==> src/rtl/tff_count_ctrl.sv <==
// tff_count_ctrl: sequences a bank of WIDTH toggle flip-flops as a programmable
// up/down counter with hold, stop, one-shot/auto-reload and done/wrap pulses.
module tff_count_ctrl #(
    parameter int WIDTH = 4
) (
    input  logic             Clk,
    input  logic             R,
    input  logic             start,
    input  logic             stop,
    input  logic             hold,
    input  logic             up,
    input  logic             reload,
    input  logic [WIDTH-1:0] limit,
    output logic [WIDTH-1:0] T_vec,
    output logic [WIDTH-1:0] Q,
    output logic             busy,
    output logic             done,
    output logic             wrap
);
    typedef enum logic [1:0] {IDLE, RUN, DONE} state_t;
    state_t           state_q, state_d;
    logic [WIDTH-1:0] q_q, q_d, limit_q, limit_d, mask, target;
    logic             up_q, up_d, reload_q, reload_d, done_q, done_d, wrap_q, wrap_d;
    logic             term, carry;
    // Bit i toggles when every lower bit is 1 (up) or 0 (down)
    always_comb begin
        carry = 1'b1;
        mask = '0;
        for (int i = 0; i < WIDTH; i++) begin
            mask[i] = carry;
            carry = carry & (up_q ? q_q[i] : ~q_q[i]);
        end
    end
    assign target = up_q ? limit_q : '0;
    assign term   = q_q == target;
    assign T_vec  = (state_q == RUN && !stop && !term && !hold) ? mask : '0;
    assign Q      = q_q;
    assign busy   = state_q == RUN;
    assign done   = done_q;
    assign wrap   = wrap_q;
    always_comb begin
        state_d  = state_q;
        q_d      = q_q ^ T_vec;
        up_d     = up_q;
        reload_d = reload_q;
        limit_d  = limit_q;
        done_d   = 1'b0;
        wrap_d   = 1'b0;
        case (state_q)
            IDLE: if (start && !stop) begin
                state_d  = RUN;
                up_d     = up;
                reload_d = reload;
                limit_d  = limit;
                q_d      = up ? '0 : limit;
            end
            RUN: if (stop) begin
                state_d = IDLE;
            end else if (term && reload_q) begin
                q_d    = up_q ? '0 : limit_q;
                wrap_d = 1'b1;
            end else if (term) begin
                state_d = DONE;
                done_d  = 1'b1;
            end
            default: state_d = IDLE;
        endcase
    end
    always_ff @(posedge Clk) begin
        if (!R) begin
            state_q  <= IDLE;
            q_q      <= '0;
            up_q     <= 1'b0;
            reload_q <= 1'b0;
            limit_q  <= '0;
            done_q   <= 1'b0;
            wrap_q   <= 1'b0;
        end else begin
            state_q  <= state_d;
            q_q      <= q_d;
            up_q     <= up_d;
            reload_q <= reload_d;
            limit_q  <= limit_d;
            done_q   <= done_d;
            wrap_q   <= wrap_d;
        end
    end
endmodule

==> config.mk <==
export PLATFORM = sky130hd
export DESIGN_NAME = tff_count_ctrl
export DESIGN_NICKNAME = d
export VERILOG_FILES = /design/src/rtl/tff_count_ctrl.sv
export SDC_FILE = /design/constraint.sdc
export NUM_CORES = 1
export LEC_CHECK = 0
export ABC_AREA = 1
export CAP_MARGIN = 10
export CORE_AREA = 2 2 48 50
export DETAILED_ROUTE_END_ITERATION = 12
export DIE_AREA = 0 0 50 52
export PLACE_DENSITY = 0.8
export SLEW_MARGIN = 5
export SYNTH_ARGS = -nofsm -noshare
export SYNTH_HDL_FRONTEND = slang
export SYNTH_SLANG_ARGS = --single-unit
==> constraint.sdc <==
create_clock -name Clk -period 1.2 [get_ports Clk]
set_clock_uncertainty 0.05 [all_clocks]
set_input_delay 0.24 -clock Clk [delete_from_list [all_inputs] [get_ports Clk]]
set_output_delay 0.24 -clock Clk [all_outputs]
set_load 0.01 [all_outputs]
# Yosys cells after proc, flatten, opt, wreduce, memory -nomap -nowiden
# Index checks and enable logic that the tools add are counted.
# op_classes
eq_ne	5
mux	18
bitwise_logic	8
n_reduce_logical	13
# op_table
op	n
4-bit 2-to-1 mux	7
2-bit 2-to-1 mux	4
4-bit one-hot mux with 2 select lines	1
1-bit logical AND	5
1-bit 2-to-1 mux	5
1-bit NOT	5
4-bit equality test	1
2-bit one-hot mux with 2 select lines	1
4-bit OR reduction	1
4-bit bitwise XOR	1
1-bit zero test	3
3-bit by 2-bit != test with 1-bit output (second input constant)	1
3-bit != test (second input constant)	1
3-bit AND reduction	1
3-bit OR reduction	1
1-bit bitwise AND	2
2-bit by 1-bit equality test with 1-bit output (second input constant)	1
2-bit zero test	1
2-bit != test (second input constant)	1
2-bit AND reduction	1
# word_totals
regBits	14
in_bits	11
out_inout_bits	11
elab_cells	51

# Logic depth before layout (Yosys ltp)
# Gate-level depths: netlist of run 1.
# logic_depth
ltp_word	10
mapped_depth	12
ltp_nobuf	11

# Worst setup path before layout of run 1
# No wires, ideal clock.
# synth_timing
path_type	flip-flop to output port
startpoint	register state_q[0]
endpoint	output port T_vec[3]
t_arrival_ps	1133
required_ps	910
slack_ps	-223
path_stages_with_launch	7
path_buffers	0
cell_sequence	dfxtp_1 -> inv_2 -> nor2_2 -> nand2_1 -> nor2_2 -> nand3_1 -> inv_1
# synth_via
elab_chain_len	5
# synth_lines
element	line_no	rtl
start: declaration	21	state_t state_q, state_d;
start signal: assignment	79	state_q <= state_d;
2-bit by 1-bit equality test with 1-bit output	n/a	
net busy	16	output logic busy,
1-bit logical AND (3 in a row)	36	assign T_vec = (state_q == RUN && !stop && !term && !hold) ? mask : '0;
4-bit 2-to-1 mux	36	
end: declaration	14	output logic [WIDTH-1:0] T_vec,
# The timed path passes the listed nets, and every way through them passes these cells.

# Worst setup path in the final report of run 1
# layout_timing
startpoint	register up_q
endpoint	register q_q[1] (netlist: Q[1])
# layout_via
elab_chain_len	10
# layout_lines
element	line_no	rtl
start: declaration	23	logic up_q, up_d, reload_q, reload_d, done_q, done_d, wrap_q, wrap_d;
start signal: assignment	81	up_q <= up_d;
4-bit 2-to-1 mux	34	assign target = up_q ? limit_q : '0;
4-bit equality test	35	assign term = q_q == target;
1-bit zero test	36	
1-bit logical AND (2 in a row)	36	
4-bit 2-to-1 mux	36	
4-bit bitwise XOR	43	q_d = q_q ^ T_vec;
4-bit 2-to-1 mux	59	end else if (term && reload_q) begin
4-bit 2-to-1 mux	57	RUN: if (stop) begin
4-bit one-hot mux with 2 select lines (*)	49	case (state_q)
end signal: assignment	80	q_q <= q_d;
end: declaration	22	logic [WIDTH-1:0] q_q, q_d, limit_q, limit_d, mask, target;
# Every way passes the cells marked *; elsewhere a longest branch is shown, timed or not.
# A chain may end at the register's enable or synchronous reset.

==> impl_metrics.json, run 1 <==
{
  "status": "complete, but fails checks",
  "violations": "setup timing",
  "rows": 17,
  "arrival_ns": 2.13,
  "drive_above_1_share": 0.526,
  "cts_tree": "built",
  "reg2regPathDepth": 10,
  "worst_slack_ns": -0.749,
  "irDropWorstVdd_mv": 0.685,
  "setup_viol": 19,
  "dp_cells": 206,
  "clock.fmax_mhz": 513,
  "start_util": 0.390,
  "ys_ff_latch": 14,
  "core_area_sq_um": 2110,
  "grt_max_degree": 9,
  "reg2reg_from": "up_q",
  "clk_latency_ns": 0.29,
  "drv_slew": 0,
  "grt_pass1_wl_um": 5090,
  "fin_crit_sh": 1.62,
  "syn_avg_cell_area_sq_um": 6.32,
  "path_class": "flip-flop to flip-flop",
  "root_buffer": "clkbuf_4",
  "grtUsageTotal": 0.265,
  "cp-start-kind": "flip-flop",
  "rrSetupSlack_ns": -0.75,
  "cts_buffer_depth": 2,
  "layout_common_cells": "31 x buf_4, 30 x nand2_1, 16 x buf_6",
  "num_vias": 1175,
  "critPathMaxFanout": 5,
  "relSlewSlack": 0.789,
  "final_common_cell": "buf_4",
  "fill_cells": 135,
  "area_growth_pct": 95.6,
  "clkSlewWorstSetupHoldPaths_ns": 0.10,
  "postPlaceCellArea_sq_um": 1290,
  "clock_sinks": 14,
  "synthesis.nets": 141,
  "yosysWarnings": 0,
  "drt_wl_total_um": 3620,
  "synth_top_cell_area_share": 0.341,
  "worstSetupEndpointType": "flip-flop",
  "final_hold_viol_count": 0,
  "die_y_um": 52,
  "grt_antenna_before_repair": 0,
  "power.density_nw_per_um2": 851,
  "numCtsBuffers": 3,
  "antenna_left": 0,
  "yosys.area.top_type": "dfxtp_1",
  "port_buffers": 21,
  "seqCellArea_sq_um": 297,
  "whs_endpoint": "limit_q[3]",
  "diodes": 0,
  "drc": 0,
  "multi_input_area_sq_um": 608,
  "ios": 22,
  "timing.rr.end": "Q[1]",
  "hpwlAfterDp_um": 1770,
  "synthTopCellsByArea": "dfxtp_1 34%, nand2_1 16%, nor2_1 8.7%",
  "p_leak_nw": 0.741,
  "design_area_sq_um": 1610,
  "die_area_sq_um": 2600,
  "synth_cells": 130,
  "globalplace.congestion": 0.856,
  "worstMarginPinSlew_ns": 0.314,
  "final_util": 0.764,
  "seq_area_frac_synth": 0.341,
  "cap_violations": 0,
  "grt_pass1_vias": 1177,
  "netlist_area_sq_um": 822,
  "holdPathStages": 2,
  "worst_ep_required_time_ns": 1.38,
  "drtIter0Drc": 55,
  "finalNonFillerCells": 224,
  "fin_nets": 208,
  "htreeDepth": 1,
  "hp-class": "flip-flop to flip-flop",
  "wl_per_cell_um": 16.2,
  "synth_cell_type_count": 21,
  "gr-total-overflow": 0,
  "min_from": "limit_q[3]",
  "first_pass_iters": 4,
  "die_w_um": 50,
  "vias_per_cell": 5.25,
  "rsz0062_at_grt": "true",
  "fin_crit_ns": 1.95
}
## worst max-delay path: stages (launching register included)
cell     delay, ns
dfxtp_4       0.39
buf_4         0.13
nand2_1       0.08
nand2_1       0.10
nand2_2       0.07
nor2_4        0.15
buf_6         0.11
nand4_1       0.25
o21ai_1       0.30
inv_1         0.12
a21oi_2       0.13
## where the power goes
part | leakage [nW] | total (W) | internal, W | switching, W
sequential | 0.118 | 0.000517 | 0.000486 | 0.0000310
clock | 0.0210 | 0.000358 | 0.000185 | 0.000173
combinational | 0.601 | 0.000494 | 0.000249 | 0.000245
total | 0.741 | 0.00137 | 0.000920 | 0.000449
## flip-flops by register name, summed over array words and instances, names as in the netlist
signal	cells
Q	4
limit_q	4
state_q	2
done	1
reload_q	1
up_q	1
wrap	1
## logic make-up after synthesis
family                 count (synthesis)  synth area share
XOR/XNOR                               1            0.0107
AO/OA/AOI/OAI                         16             0.103
buffers and inverters                 22             0.119
flip-flops                            14             0.341
AND/OR/NAND/NOR                       77             0.426
## worst max-delay path by stage
stage / from / end / cells past startpoint
2_1_floorplan: up_q / Q[2] / 12
3_3_place_gp: stop / T_vec[3] / 7
3_5_place_dp: stop / T_vec[3] / 7
4_1_cts: up_q / T_vec[3] / 9
5_1_grt: up_q / Q[1] / 10
6_report: up_q / Q[1] / 10
## layout make-up
type	instances	area share
timing repair buffer	64	0.346
multi-input combinational	94	0.378
tap	28	0.0218
clock buffer	4	0.0226
sequential	14	0.184
inverter	20	0.0467
## metal layers
metal / wire length [um] / vias to the layer above / GRT usage
met2: 1860 / 67 / 0.461
met1: 1450 / 547 / 0.272
li1: - / 545 / -
met4: 121 / 0 / 0.245
met3: 188 / 16 / 0.0402
met5: 0 / - / 0
## metrics by stage
stage / power, W / setup WS, ns / TNS, ns / hold slack, ns
3_3_place_gp: 0.000830 / -0.789 / -8.14 / 0.430
6_report: 0.00137 / -0.749 / -7.62 / 0.506
4_1_cts: 0.00126 / -0.533 / -5.37 / 0.477
3_5_place_dp: 0.000842 / -0.805 / -8.38 / 0.464
2_1_floorplan: 0.000671 / -0.134 / -1.11 / 0.325
5_1_grt: 0.00142 / -0.808 / -8.75 / 0.516
## Yosys cell counts
master	number
a21oi_1	4
buf_6	2
inv_2	3
nor2_2	2
a211oi_1	1
nand3_2	2
xor2_1	1
inv_1	16
nand4_1	4
nand2_2	2
dfxtp_1	14
nand3_1	8
clkinv_1	1
nor4_1	2
nor2_4	1
o21ai_1	1
nor3_2	1
o211ai_1	1
nand2_1	36
nor2_1	19
o21ai_0	9
## what timing repair did
action                     4_1_cts  5_1_grt
hold buffers                     0        0
resized for setup               64       37
setup buffers                    9        7
gates cloned                     1        0
setup endpoints to repair       25       23
pin swaps                       11       15
Note: power is estimated with default switching activity, not from simulation.
==> inputs of run 2 (changes only) <==
--- a/config.mk
+++ b/config.mk
@@ -10,6 +10,7 @@
 export CORE_AREA = 2 2 48 50
 export DETAILED_ROUTE_END_ITERATION = 12
 export DIE_AREA = 0 0 50 52
+export GPL_ROUTABILITY_DRIVEN = 0
 export PLACE_DENSITY = 0.8
 export SLEW_MARGIN = 5
 export SYNTH_ARGS = -nofsm -noshare
==> results of run 2 <==
Same layout as run 1: the final DEF is identical, and so are final timing and power.
==> inputs of run 3 (changes only) <==
--- a/config.mk
+++ b/config.mk
@@ -7,11 +7,12 @@
 export LEC_CHECK = 0
 export ABC_AREA = 1
 export CAP_MARGIN = 10
-export CORE_AREA = 2 2 48 50
+export CORE_AREA = 2 2 44 46
 export DETAILED_ROUTE_END_ITERATION = 12
-export DIE_AREA = 0 0 50 52
+export DIE_AREA = 0 0 46 48
+export DONT_BUFFER_PORTS = 1
 export GPL_ROUTABILITY_DRIVEN = 0
-export PLACE_DENSITY = 0.8
+export PLACE_DENSITY = 0.75
 export SLEW_MARGIN = 5
 export SYNTH_ARGS = -nofsm -noshare
 export SYNTH_HDL_FRONTEND = slang
==> constraint.sdc (replaced) <==
create_clock -name Clk -period 1.6 [get_ports Clk]
set_clock_uncertainty 0.05 [all_clocks]
set_input_delay 0.32 -clock Clk [delete_from_list [all_inputs] [get_ports Clk]]
set_output_delay 0.32 -clock Clk [all_outputs]
set_load 0.01 [all_outputs]
==> impl_metrics.json, run 3 (same netlist as run 1, synthesis figures left out) <==
{
  "status": "complete, but fails checks",
  "violations": "setup timing",
  "fin_nets": 169,
  "cp.depth": 8,
  "cp-start-kind": "flip-flop",
  "design_area_sq_um": 1170,
  "port_buffers": 0,
  "critPathMaxStageDelay_ns": 0.37,
  "cp_slowest_cell": "dfxtp_4",
  "hp-class": "input pin to flip-flop",
  "arrival_ns": 1.37,
  "rrSetupSlack_ns": -0.04,
  "drt_wl_total_um": 2460,
  "rows": 15,
  "grtUsageTotal": 0.223,
  "finalNonFillerCells": 174,
  "worst_slack_ns": -0.144,
  "critPathMaxFanout": 8,
  "antenna_left": 0,
  "numCtsBuffers": 3,
  "power.density_nw_per_um2": 742,
  "dp_cells": 157,
  "timing.rr.end": "wrap",
  "die_y_um": 48,
  "root_buffer": "clkbuf_4",
  "drc": 0,
  "drive_above_1_share": 0.446,
  "reg2reg_from": "up_q",
  "htreeDepth": 1,
  "postPlaceCellArea_sq_um": 911,
  "clkSlewWorstSetupHoldPaths_ns": 0.08,
  "grt_pass1_vias": 896,
  "clock.fmax_mhz": 574,
  "final_common_cell": "nand2_1",
  "hpwlAfterDp_um": 1410,
  "cts_hold_buffers": 0,
  "diodes": 0,
  "final_hold_viol_count": 0,
  "path_class": "flip-flop to output pin",
  "place_ws_ns": -0.0464,
  "worstMarginPinSlew_ns": 0.305,
  "ios": 22,
  "cap_violations": 0,
  "cp_num_buf_inv": 2,
  "setup_viol": 9,
  "area_growth_pct": 42.9,
  "irDropWorstVdd_mv": 0.564,
  "whs_endpoint": "limit_q[2]",
  "cts_tree": "built",
  "p_leak_nw": 0.568,
  "crit_family": "simple AND/OR/NAND/NOR gates",
  "cts_buffer_depth": 2,
  "fin_crit_ns": 1.74,
  "num_vias": 951,
  "worst_ep_required_time_ns": 1.23,
  "gr-total-overflow": 0,
  "relSlewSlack": 0.796,
  "path_cells": "buf_6, nand2_4, nand2_2, nand2_2, nor2_4, nand2_4, nand3_2, inv_2",
  "worstSetupEndpointType": "output pin",
  "fill_cells": 138,
  "vias_per_cell": 5.47,
  "grt_antenna_before_repair": 0,
  "drtIter0Drc": 24,
  "drv_slew": 0,
  "core_area_sq_um": 1690,
  "reg2regPathDepth": 10,
  "start_util": 0.487,
  "grt_max_degree": 10,
  "fin_crit_sh": 1.09,
  "rsz0062_at_grt": "true",
  "holdPathStages": 2,
  "die_w_um": 46,
  "wl_per_cell_um": 14.1,
  "clk_latency_ns": 0.28,
  "first_pass_iters": 4,
  "grt_pass1_wl_um": 3570,
  "die_area_sq_um": 2210,
  "min_from": "R",
  "clock_sinks": 14,
  "layout_common_cells": "26 x nand2_1, 20 x buf_4, 14 x nor2_1"
}
## run 3: what timing repair did
| action | in CTS | in global routing |
|---|---|---|
| gates resized for setup | 19 | 28 |
| buffers inserted | 15 | 2 |
| pin swaps | 6 | 14 |
| endpoints found under the setup margin | 7 | 12 |
## run 3: layout make-up
| type | instances | area, sq um | area share |
|---|---|---|---|
| multi-input combinational | 94 | 548 | 0.466 |
| sequential | 14 | 288 | 0.245 |
| timing repair buffer | 25 | 206 | 0.176 |
| inverter | 20 | 75.1 | 0.0639 |
| clock buffer | 4 | 36.3 | 0.0309 |
| tap | 17 | 21.3 | 0.0181 |
## run 3: per-stage QoR
stage | hold WS, ns | setup TNS, ns | utilization | power [W]
after detailed placement | 0.413 | -0.0955 | 0.539 | 0.000531
after global routing | 0.124 | -1.42 | 0.696 | 0.000914
final | 0.121 | -0.668 | 0.696 | 0.000872
after floorplan | 0.405 | 0 | - | 0.000497
after global placement | 0.409 | -0.0106 | 0.539 | 0.000528
after CTS | 0.118 | -0.519 | 0.652 | 0.000855
## run 3: worst max path at each step
stage                     startpoint       end  slack (ns)
after global routing            up_q  T_vec[3]       -0.20
after global placement          up_q  T_vec[3]       -0.01
after detailed placement        up_q  T_vec[3]       -0.05
after CTS                       up_q  T_vec[3]       -0.10
after floorplan           state_q[0]  T_vec[3]         0.1
final                           up_q  T_vec[3]       -0.14
## run 3: worst reg2reg max path: stages, from the launching register on
cell and delay (ns):
dfxtp_4 0.37, buf_6 0.13, nand2_4 0.06, nand2_2 0.07, nand2_2 0.06, nor2_4 0.14, buf_4 0.14, nand4_1 0.19
buf_4 0.21, buf_4 0.12, nor2_1 0.06
## run 3: metal layers
layer	part of all wire	GRT usage	vias to the layer above
met1	0.41	0.268	443
met4	0.012	0.0971	0
met5	0	0	-
met3	0.055	0.0340	6
met2	0.52	0.392	37
li1	-	-	465
## run 3: power by group
group	total [W]	internal, W	switching (W)
clock	0.000249	0.000138	0.000111
combinational	0.000232	0.000107	0.000125
sequential	0.000392	0.000366	0.0000255
total	0.000872	0.000611	0.000261
